===== src/rtl/icache_refill_pkg.sv =====
// Shared definitions for the instruction-cache refill engine: line geometry
// (shared with the instruction cache) and the refill state encoding.
package icache_refill_pkg;

  localparam int unsigned ADDR_WIDTH      = 32;
  localparam int unsigned BLOCK_WIDTH     = 4;
  localparam int unsigned BLOCK_SIZE      = 1 << BLOCK_WIDTH;
  localparam int unsigned LINE_ADDR_WIDTH = ADDR_WIDTH - BLOCK_WIDTH;
  localparam int unsigned LINE_BITS       = BLOCK_SIZE * 8;

  typedef enum logic [1:0] {
    IDLE,
    REQ,
    READ,
    DONE
  } refillState_t;

endpackage


===== src/rtl/icache_refill_if.sv =====
// Bundle of the refill engine's cache-side and RAM-side signals.
//   master : the refill engine (drives RAM request/address and the fill)
//   slave  : the cache + RAM/arbiter environment
//   cache side : missValid, missAddr, flushIn -> ; fillValid, fillAddr, fillData, busy <-
//   RAM side   : ramReqOut, ramAddrOut -> ; ramGrantIn, ramDataIn <-
interface icache_refill_if;
  import icache_refill_pkg::*;

  logic                       missValid;
  logic [ADDR_WIDTH-1:0]      missAddr;
  logic                       flushIn;
  logic                       ramReqOut;
  logic                       ramGrantIn;
  logic [ADDR_WIDTH-1:0]      ramAddrOut;
  logic [7:0]                 ramDataIn;
  logic                       fillValid;
  logic [LINE_ADDR_WIDTH-1:0] fillAddr;
  logic [LINE_BITS-1:0]       fillData;
  logic                       busy;

  modport master (
    input  missValid, missAddr, flushIn, ramGrantIn, ramDataIn,
    output ramReqOut, ramAddrOut, fillValid, fillAddr, fillData, busy
  );

  modport slave (
    output missValid, missAddr, flushIn, ramGrantIn, ramDataIn,
    input  ramReqOut, ramAddrOut, fillValid, fillAddr, fillData, busy
  );

endinterface


===== src/rtl/icache_refill.sv =====
// Instruction-cache refill engine: on a miss, acquires the byte-wide RAM bus,
// reads the aligned line one byte per cycle and delivers it as a one-cycle
// fill pulse.
//   clkIn   : system clock
//   resetIn : asynchronous active-low reset
//   bus     : icache_refill_if.master (miss/flush in, RAM bus, fill out, busy)
module icache_refill
  import icache_refill_pkg::*;
(
  input  logic            clkIn,
  input  logic            resetIn,
  icache_refill_if.master bus
);

  localparam int unsigned CNT_W = BLOCK_WIDTH + 1;

  refillState_t     state;
  logic [CNT_W-1:0] issueCnt;
  logic [CNT_W-1:0] rcvCnt;

  // Offset bits of the miss address carry no information for a line fill.
  logic unusedAddrBits;
  assign unusedAddrBits = ^bus.missAddr[BLOCK_WIDTH-1:0];

  assign bus.busy = (state != IDLE);

  // Refill FSM with registered bus and fill outputs.
  always_ff @(posedge clkIn or negedge resetIn) begin
    if (!resetIn) begin
      state          <= IDLE;
      issueCnt       <= '0;
      rcvCnt         <= '0;
      bus.ramReqOut  <= 1'b0;
      bus.ramAddrOut <= '0;
      bus.fillValid  <= 1'b0;
      bus.fillAddr   <= '0;
      bus.fillData   <= '0;
    end else begin
      bus.fillValid <= 1'b0;
      unique case (state)
        IDLE: begin
          if (bus.missValid && !bus.flushIn) begin
            bus.fillAddr  <= bus.missAddr[ADDR_WIDTH-1:BLOCK_WIDTH];
            bus.ramReqOut <= 1'b1;
            state         <= REQ;
          end
        end

        REQ: begin
          if (bus.flushIn) begin
            bus.ramReqOut <= 1'b0;
            state         <= IDLE;
          end else if (bus.ramGrantIn) begin
            // Byte 0's address is registered on the grant edge so it is on
            // the bus in the first READ cycle; the count starts past it.
            bus.ramAddrOut <= {bus.fillAddr, {BLOCK_WIDTH{1'b0}}};
            issueCnt       <= CNT_W'(1);
            rcvCnt         <= '0;
            state          <= READ;
          end
        end

        READ: begin
          if (bus.flushIn) begin
            bus.ramReqOut <= 1'b0;
            state         <= IDLE;
          end else begin
            if (issueCnt < CNT_W'(BLOCK_SIZE)) begin
              bus.ramAddrOut <= {bus.fillAddr, issueCnt[BLOCK_WIDTH-1:0]};
              issueCnt       <= issueCnt + CNT_W'(1);
            end
            // No byte is in flight during the first READ cycle.
            if (issueCnt > CNT_W'(1)) begin
              bus.fillData[{rcvCnt[BLOCK_WIDTH-1:0], 3'b000} +: 8] <= bus.ramDataIn;
              rcvCnt <= rcvCnt + CNT_W'(1);
              if (rcvCnt == CNT_W'(BLOCK_SIZE - 1)) begin
                bus.ramReqOut <= 1'b0;
                bus.fillValid <= 1'b1;
                state         <= DONE;
              end
            end
          end
        end

        // The line is already complete, so a flush here is ignored.
        DONE: state <= IDLE;

        default: state <= IDLE;
      endcase
    end
  end

endmodule

===== src/flat_wrapper.sv =====
// flat-port wrapper written by rule: the top's interface ports become plain ports
module icache_refill_flat import icache_refill_pkg::*;
  (clkIn, resetIn, bus_missValid, bus_missAddr, bus_flushIn, bus_ramGrantIn, bus_ramDataIn, bus_ramReqOut, bus_ramAddrOut, bus_fillValid, bus_fillAddr, bus_fillData, bus_busy);
  icache_refill_if bus_i ();
  input  logic clkIn;
  input  logic resetIn;
  input wire logic [$bits(bus_i.missValid)-1:0] bus_missValid;
  input wire logic [$bits(bus_i.missAddr)-1:0] bus_missAddr;
  input wire logic [$bits(bus_i.flushIn)-1:0] bus_flushIn;
  input wire logic [$bits(bus_i.ramGrantIn)-1:0] bus_ramGrantIn;
  input wire logic [$bits(bus_i.ramDataIn)-1:0] bus_ramDataIn;
  output wire logic [$bits(bus_i.ramReqOut)-1:0] bus_ramReqOut;
  output wire logic [$bits(bus_i.ramAddrOut)-1:0] bus_ramAddrOut;
  output wire logic [$bits(bus_i.fillValid)-1:0] bus_fillValid;
  output wire logic [$bits(bus_i.fillAddr)-1:0] bus_fillAddr;
  output wire logic [$bits(bus_i.fillData)-1:0] bus_fillData;
  output wire logic [$bits(bus_i.busy)-1:0] bus_busy;
  assign bus_i.missValid = bus_missValid;
  assign bus_i.missAddr = bus_missAddr;
  assign bus_i.flushIn = bus_flushIn;
  assign bus_i.ramGrantIn = bus_ramGrantIn;
  assign bus_i.ramDataIn = bus_ramDataIn;
  assign bus_ramReqOut = bus_i.ramReqOut;
  assign bus_ramAddrOut = bus_i.ramAddrOut;
  assign bus_fillValid = bus_i.fillValid;
  assign bus_fillAddr = bus_i.fillAddr;
  assign bus_fillData = bus_i.fillData;
  assign bus_busy = bus_i.busy;
  icache_refill u_core (.clkIn(clkIn), .resetIn(resetIn), .bus(bus_i));
endmodule

===== config.mk =====
export PLATFORM = sky130hd
export DESIGN_NAME = icache_refill_flat
export DESIGN_NICKNAME = d
export VERILOG_FILES = /design/src/rtl/icache_refill_pkg.sv /design/src/rtl/icache_refill_if.sv /design/src/rtl/icache_refill.sv /design/src/flat_wrapper.sv
export SDC_FILE = /design/constraint.sdc
export NUM_CORES = 1
export LEC_CHECK = 0
export ABC_AREA = 1
export BUFFER_PORTS_ARGS = -buffer_cell sky130_fd_sc_hd__clkbuf_2
export CORE_MARGIN = 5
export CORE_UTILIZATION = 54
export CTS_CLUSTER_DIAMETER = 150
export DETAILED_ROUTE_END_ITERATION = 10
export MAX_ROUTING_LAYER = met4
export PLACE_DENSITY_LB_ADDON = 0.1
export SETUP_SLACK_MARGIN = 0.2
export SYNTH_ARGS = -nofsm -noshare
export SYNTH_HDL_FRONTEND = slang
export SYNTH_SLANG_ARGS = --single-unit

===== constraint.sdc =====
create_clock -name clkIn -period 3.6 [get_ports clkIn]
set_clock_uncertainty 0.05 [all_clocks]
set_input_delay 0.9 -clock clkIn [delete_from_list [all_inputs] [get_ports clkIn]]
set_output_delay 0.9 -clock clkIn [all_outputs]
set_load 0.01 [all_outputs]

==> metrics.cfg, run 1 <==
[die]
num_rows = 46
io-pin-count = 236
start_util = 0.5520
die-area_sq_um = 18890
coreArea_sq_um = 15890
fp.dieH_um = 137.4
dieWidth_um = 137.4

[sta]
finalCritPeriodShare = 0.7828
tns_ps = 0
rsz0062_at_grt = no
worst_pin_slew_ps = 1055
max_slew_margin = 0.2967
finalHoldViolCount = 0
final-setup-viol-count = 0
drv_slew = 0
fin_crit_ps = 2818
fmax_mhz = 354.8

[layout]
fill_cells = 1351
diodes = 0
fin_area_sq_um = 10740
syn2layout_area_growth_pct = 22.49
drive_above_1_share = 0.2516
final_nets = 1257
ff_latch_area_sq_um = 5055
multiInputGateArea_sq_um = 3163

[worst_setup_path]
crit_chain = inv_1 -> ha_1 -> inv_2 -> nor2_8 -> nand2_4 -> inv_1 -> nand2_1 -> nand2_1 -> o21ai_1
cp_top_family = simple AND/OR/NAND/NOR gates
r2r_cells = 9
cp.arrival_ps = 3120
cp_max_fo = 21
required_ps = 3900
end_kind = register
critPathBufInv = 3
crit_path_start_kind = register
rr_endpoint = u_core.bus.fillData[75]
cp_slowest_cell = inv_1
ff2ff_setup_slack_ps = 780
max_stage_delay_ps = 590
critical_path_class = reg2reg
r2r_start = u_core.state[0]

[pwr]
ir_worst_vdd_mv = 0.5966
p_leak_nw = 6.043
powerDensity_nw_per_um2 = 666.7

[yosys]
synth_common_cells = nand2_1, dfrtp_1, nor2_1
synth_area_leader_cell = dfrtp_1
synth_edf_count = 0
ys_top_cells_by_area = dfrtp_1, nand2_1, o21ai_0, nand3_1, nand4_1
post-synth-top-count-cell = nand2_1
ys_types = 34
syn_area_sq_um = 8768
synth-main-ff-cell = dfrtp_1
synthesis.instances = 980
ys_seq_area_frac = 0.5765
syn_avg_cell_area_sq_um = 8.947
async_reset_ff_frac = 1.000
synth.yosys.warnings = 0
ys_ff_latch = 202
synth_top_cell_area_share = 0.5765
synth.net_count = 1037

[drt]
routed_wl_um = 22890
wire_per_inst_um = 15.98
drc = 0
ant_nets = 0
drt_iter0_drc = 571
vias = 7350
first_pass_iters = 5
viasPerCell = 5.133

[clock_network]
numCtsBuffers = 22
clk_pin_slew_worst_paths_ps = 60
root_buffer = clkbuf_16
postCtsSetupRepairBufs = 0
cts_hold_buf = 0
cts.sinks = 202
insertion_delay_ps = 500
cts_buffer_depth = 3
h-tree-depth = 1
cts.repair.resized = 0
cts_tree = done

[placed_design]
place_area_sq_um = 10020
numPortBuffers = 231
dpl.hpwl_um = 16200
gp_congestion = 0.8524

[run]
cap_violations = 0

[global_route]
gr-total-overflow = 0
grt_max_degree = 83
grt_antenna_before_repair = 0
grt_pass1_wl_um = 36780
grt_usage = 0.2522
grt_pass1_vias = 7092

[outcome]
status = complete, no violations

[worst_hold_path]
hold_path_class = in2async

## worst max path at each step
stage	start	end	slack, ps	cells after the start
floorplan	bus_flushIn	u_core.bus.ramAddrOut[10]	1610	8
global placement	bus_flushIn	u_core.bus.fillData[74]	770	7
detailed placement	bus_flushIn	u_core.bus.fillData[75]	740	7
CTS	u_core.state[0]	u_core.bus.fillData[75]	790	9
global route	u_core.state[0]	u_core.bus.fillData[75]	420	9
finish	u_core.state[0]	u_core.bus.fillData[75]	780	9
## layout make-up
class                      count  area share
tap                          216     0.02516
timing repair buffer         239      0.1164
sequential                   202      0.4706
clock inverter                 5    0.005009
inverter                      74     0.02586
clock buffer                  35     0.06244
multi-input combinational    661      0.2945
## through the flow
step                worst slack (ps)  utilization  power, mW  hold WS, ps  cells
detailed placement             739.3       0.6305      4.966        408.0   1392
floorplan                       1607            -      4.201        443.8    980
global placement               772.0       0.6305      4.913        405.7   1392
global route                   422.2       0.6761      7.603        438.3   1432
finish                         781.8       0.6761      7.160        388.9   1432
CTS                            793.7       0.6761      7.217        414.2   1432
## routing by layer
layer | vias to the layer above | wire length, um | GRT usage
met3 | 28 | 2103 | 0.06063
met5 | - | 0 | -
li1 | 3608 | - | -
met4 | 0 | 371 | 0.05654
met2 | 261 | 10870 | 0.3918
met1 | 3453 | 9543 | 0.3404
## sequential cells by signal, summed over array words and instances (netlist names)
signal / count
u_core.bus.ramReqOut: 1
u_core.issueCnt: 5
u_core.bus.fillData: 128
u_core.bus.fillValid: 1
u_core.bus.fillAddr: 28
u_core.state: 2
u_core.bus.ramAddrOut: 32
u_core.rcvCnt: 5
## cell usage in the layout, fill, tap and decap left out, types with 2 or more instances in the layout
cell type / count
nand4_1: 44
inv_2: 5
nand3_4: 4
nand2_1: 314
o22ai_1: 2
nor2_1: 70
nor3_4: 2
a21oi_1: 29
inv_1: 68
o31ai_1: 4
clkbuf_16: 23
nor2_2: 6
o21ai_1: 30
ha_1: 12
nand3_1: 54
clkbuf_1: 7
clkbuf_2: 230
nor3_1: 13
buf_4: 6
nor2_8: 3
o21ai_0: 57
clkbuf_8: 6
nand2_4: 2
clkinv_2: 3
nand2_2: 7
buf_12: 2
nand3_2: 3
dfrtp_1: 202
## kinds of logic (layout without fill, tap and decap cells)
| kind of cell | count (synthesis) | count (layout) | share of synthesized area |
|---|---|---|---|
| xor+xnor | 1 | 1 | 0.0009990 |
| compound gates | 124 | 124 | 0.07277 |
| simple gates | 524 | 524 | 0.2690 |
| fa+ha+maj | 12 | 12 | 0.01712 |
| buf+inv | 117 | 353 | 0.06364 |
| flops | 202 | 202 | 0.5765 |
## power by group
group | internal (mW) | switching [mW]
clock network | 1.35 | 0.886
logic | 0.619 | 1.35
registers | 2.69 | 0.265
(Power assumes the default switching activity.)
==> run 2, diff against run 1 <==
--- a/config.mk
+++ b/config.mk
@@ -8,7 +8,7 @@
 export ABC_AREA = 1
 export BUFFER_PORTS_ARGS = -buffer_cell sky130_fd_sc_hd__clkbuf_2
 export CORE_MARGIN = 5
-export CORE_UTILIZATION = 54
+export CORE_UTILIZATION = 53
 export CTS_CLUSTER_DIAMETER = 150
 export DETAILED_ROUTE_END_ITERATION = 10
 export MAX_ROUTING_LAYER = met4
==> constraint.sdc (replaced) <==
create_clock -name clkIn -period 2.94 [get_ports clkIn]
set_clock_uncertainty 0.05 [all_clocks]
set_input_delay 0.735 -clock clkIn [delete_from_list [all_inputs] [get_ports clkIn]]
set_output_delay 0.735 -clock clkIn [all_outputs]
set_load 0.01 [all_outputs]
==> run 2 against run 1 <==
- combinational power increased by 25%
- first-iteration DRC count decreased by 33%
- via count increased by 0.31%
- sequential cell count unchanged
- critical path depth decreased by 1
- global-route usage decreased by 0.83 points
- wire length decreased by 0.49%
- highest routed layer unchanged
==> metrics.cfg, run 2 (same netlist as run 1, synthesis figures left out) <==
[global_route]
gr-total-overflow = 0
grt_pass1_vias = 7175
grt_antenna_before_repair = 0
grt_max_degree = 71
grt_pass1_wl_um = 37730
grt_usage = 0.2438

[worst_setup_path]
required_ps = 3250
crit_chain = inv_1 -> ha_1 -> inv_2 -> nor2_8 -> nand2_4 -> clkinvlp_4 -> nand2_1 -> o21ai_0
r2r_cells = 8
r2r_start = u_core.state[0]
rr_endpoint = u_core.bus.fillData[13]
ff2ff_setup_slack_ps = 450
crit_path_start_kind = register
worst-path-stages = 8
critical_path_class = reg2reg
critPathBufInv = 3
cp_top_family = simple AND/OR/NAND/NOR gates
max_stage_delay_ps = 450
cp_max_fo = 21
cp_slowest_cell = nand2_1
cp.arrival_ps = 2790
end_kind = register
critPathLaunch = u_core.state[0]
endpoint = u_core.bus.fillData[13]

[drt]
first_pass_iters = 5
drc = 0
ant_nets = 0
vias = 7373
wire_per_inst_um = 15.78
viasPerCell = 5.109
routed_wl_um = 22770
drt_iter0_drc = 385

[layout]
final_common_cell = nand2_1
fill_cells = 1386
final_nets = 1266
diodes = 0
syn2layout_area_growth_pct = 23.79
max_flop_register = u_core.bus.fillData
most-common-layout-cells = nand2_1, clkbuf_2, dfrtp_1
drive_above_1_share = 0.2600
utilization = 0.6616
fin_area_sq_um = 10850
reg_top3 = u_core.bus.fillData (128), u_core.bus.ramAddrOut (32), u_core.bus.fillAddr (28)
largest_register_ffs = 128

[pwr]
total_power_mw = 8.893
powerDensity_nw_per_um2 = 819.3
p_leak_nw = 6.100
ir_worst_vdd_mv = 0.7305

[die]
die-area_sq_um = 19220
dieWidth_um = 138.6
coreArea_sq_um = 16410
start_util = 0.5344
fp.dieH_um = 138.6
io-pin-count = 236
num_rows = 47

[placed_design]
gp_congestion = 0.8959
place_area_sq_um = 10100
numPortBuffers = 231
dpl.hpwl_um = 16290

[sta]
whs_ps = 182.2
drv_slew = 0
fmax_mhz = 401.9
tns_ps = 0
finalCritPeriodShare = 0.8463
worst_pin_slew_ps = 594.4
final-setup-viol-count = 0
rsz0062_at_grt = no
max_slew_margin = 0.6037
finalHoldViolCount = 0
fin_crit_ps = 2488

[run]
cap_violations = 0

[clock_network]
cts_tree = done
cts.sinks = 202
insertion_delay_ps = 500
cts_buffer_depth = 3
h-tree-depth = 1
root_buffer = clkbuf_16
clk_pin_slew_worst_paths_ps = 60
cts_hold_buf = 0
numCtsBuffers = 22

[outcome]
status = complete, no violations

[worst_hold_path]
hold_path_class = in2async

[run 2: worst register-to-register path: stages, from the launching register on]
cell and delay, ps:
dfrtp_1 390, inv_1 80, ha_1 300, inv_2 230, nor2_8 60, nand2_4 280
clkinvlp_4 350, nand2_1 450, o21ai_0 160
[run 2: timing repair]
action                     in CTS  in global routing
resized for setup               0                  1
setup endpoints to repair       0                 22
setup buffers                   0                  0
[run 2: report_power, final]
part / internal, mW / leakage (nW) / switching (mW)
Clock: 1.75 / 0.374 / 1.08
Sequential: 3.30 / 2.67 / 0.297
Combinational: 0.802 / 3.06 / 1.67
Total: 5.85 / 6.10 / 3.05
[run 2: layer usage]
layer  part of all wire  track usage  vias to the layer above  routed length [um]
li1                   -            -                     3631                   -
met1               0.45       0.3422                     3437               10150
met2               0.45       0.3646                      269               10270
met3              0.083      0.05552                       36                1879
met4              0.021      0.06282                        0                 476
met5                  0            -                        -                   0
[run 2: final cells by class]
type,instances,area (sq um),share of cell area
repair buffers,248,1330,0.1225
inverters,74,281.5,0.02594
flip-flops and latches,202,5055,0.4657
clock buffers,32,669.4,0.06167
multi-input cells,661,3163,0.2914
clock inverters,6,80.08,0.007377
well taps,220,275.3,0.02536
[run 2: through the flow]
| step | instances | setup slack [ps] |
|---|---|---|
| 2_1_floorplan | 980 | 1036 |
| 3_3_place_gp | 1405 | 436.0 |
| 3_5_place_dp | 1405 | 368.5 |
| 4_1_cts | 1443 | 344.8 |
| 5_1_grt | 1443 | 224.6 |
| 6_report | 1443 | 452.0 |
[run 2: worst min path at each step]
stage / start / end / cells after the start
6_report: resetIn / u_core.bus.fillData[59] / 1
5_1_grt: resetIn / u_core.bus.fillData[59] / 1
4_1_cts: resetIn / u_core.bus.fillData[58] / 1
3_5_place_dp: u_core.bus.fillData[108] / u_core.bus.fillData[108] / 2
3_3_place_gp: u_core.bus.fillData[57] / u_core.bus.fillData[57] / 2
2_1_floorplan: resetIn / u_core.bus.fillAddr[0] / 0
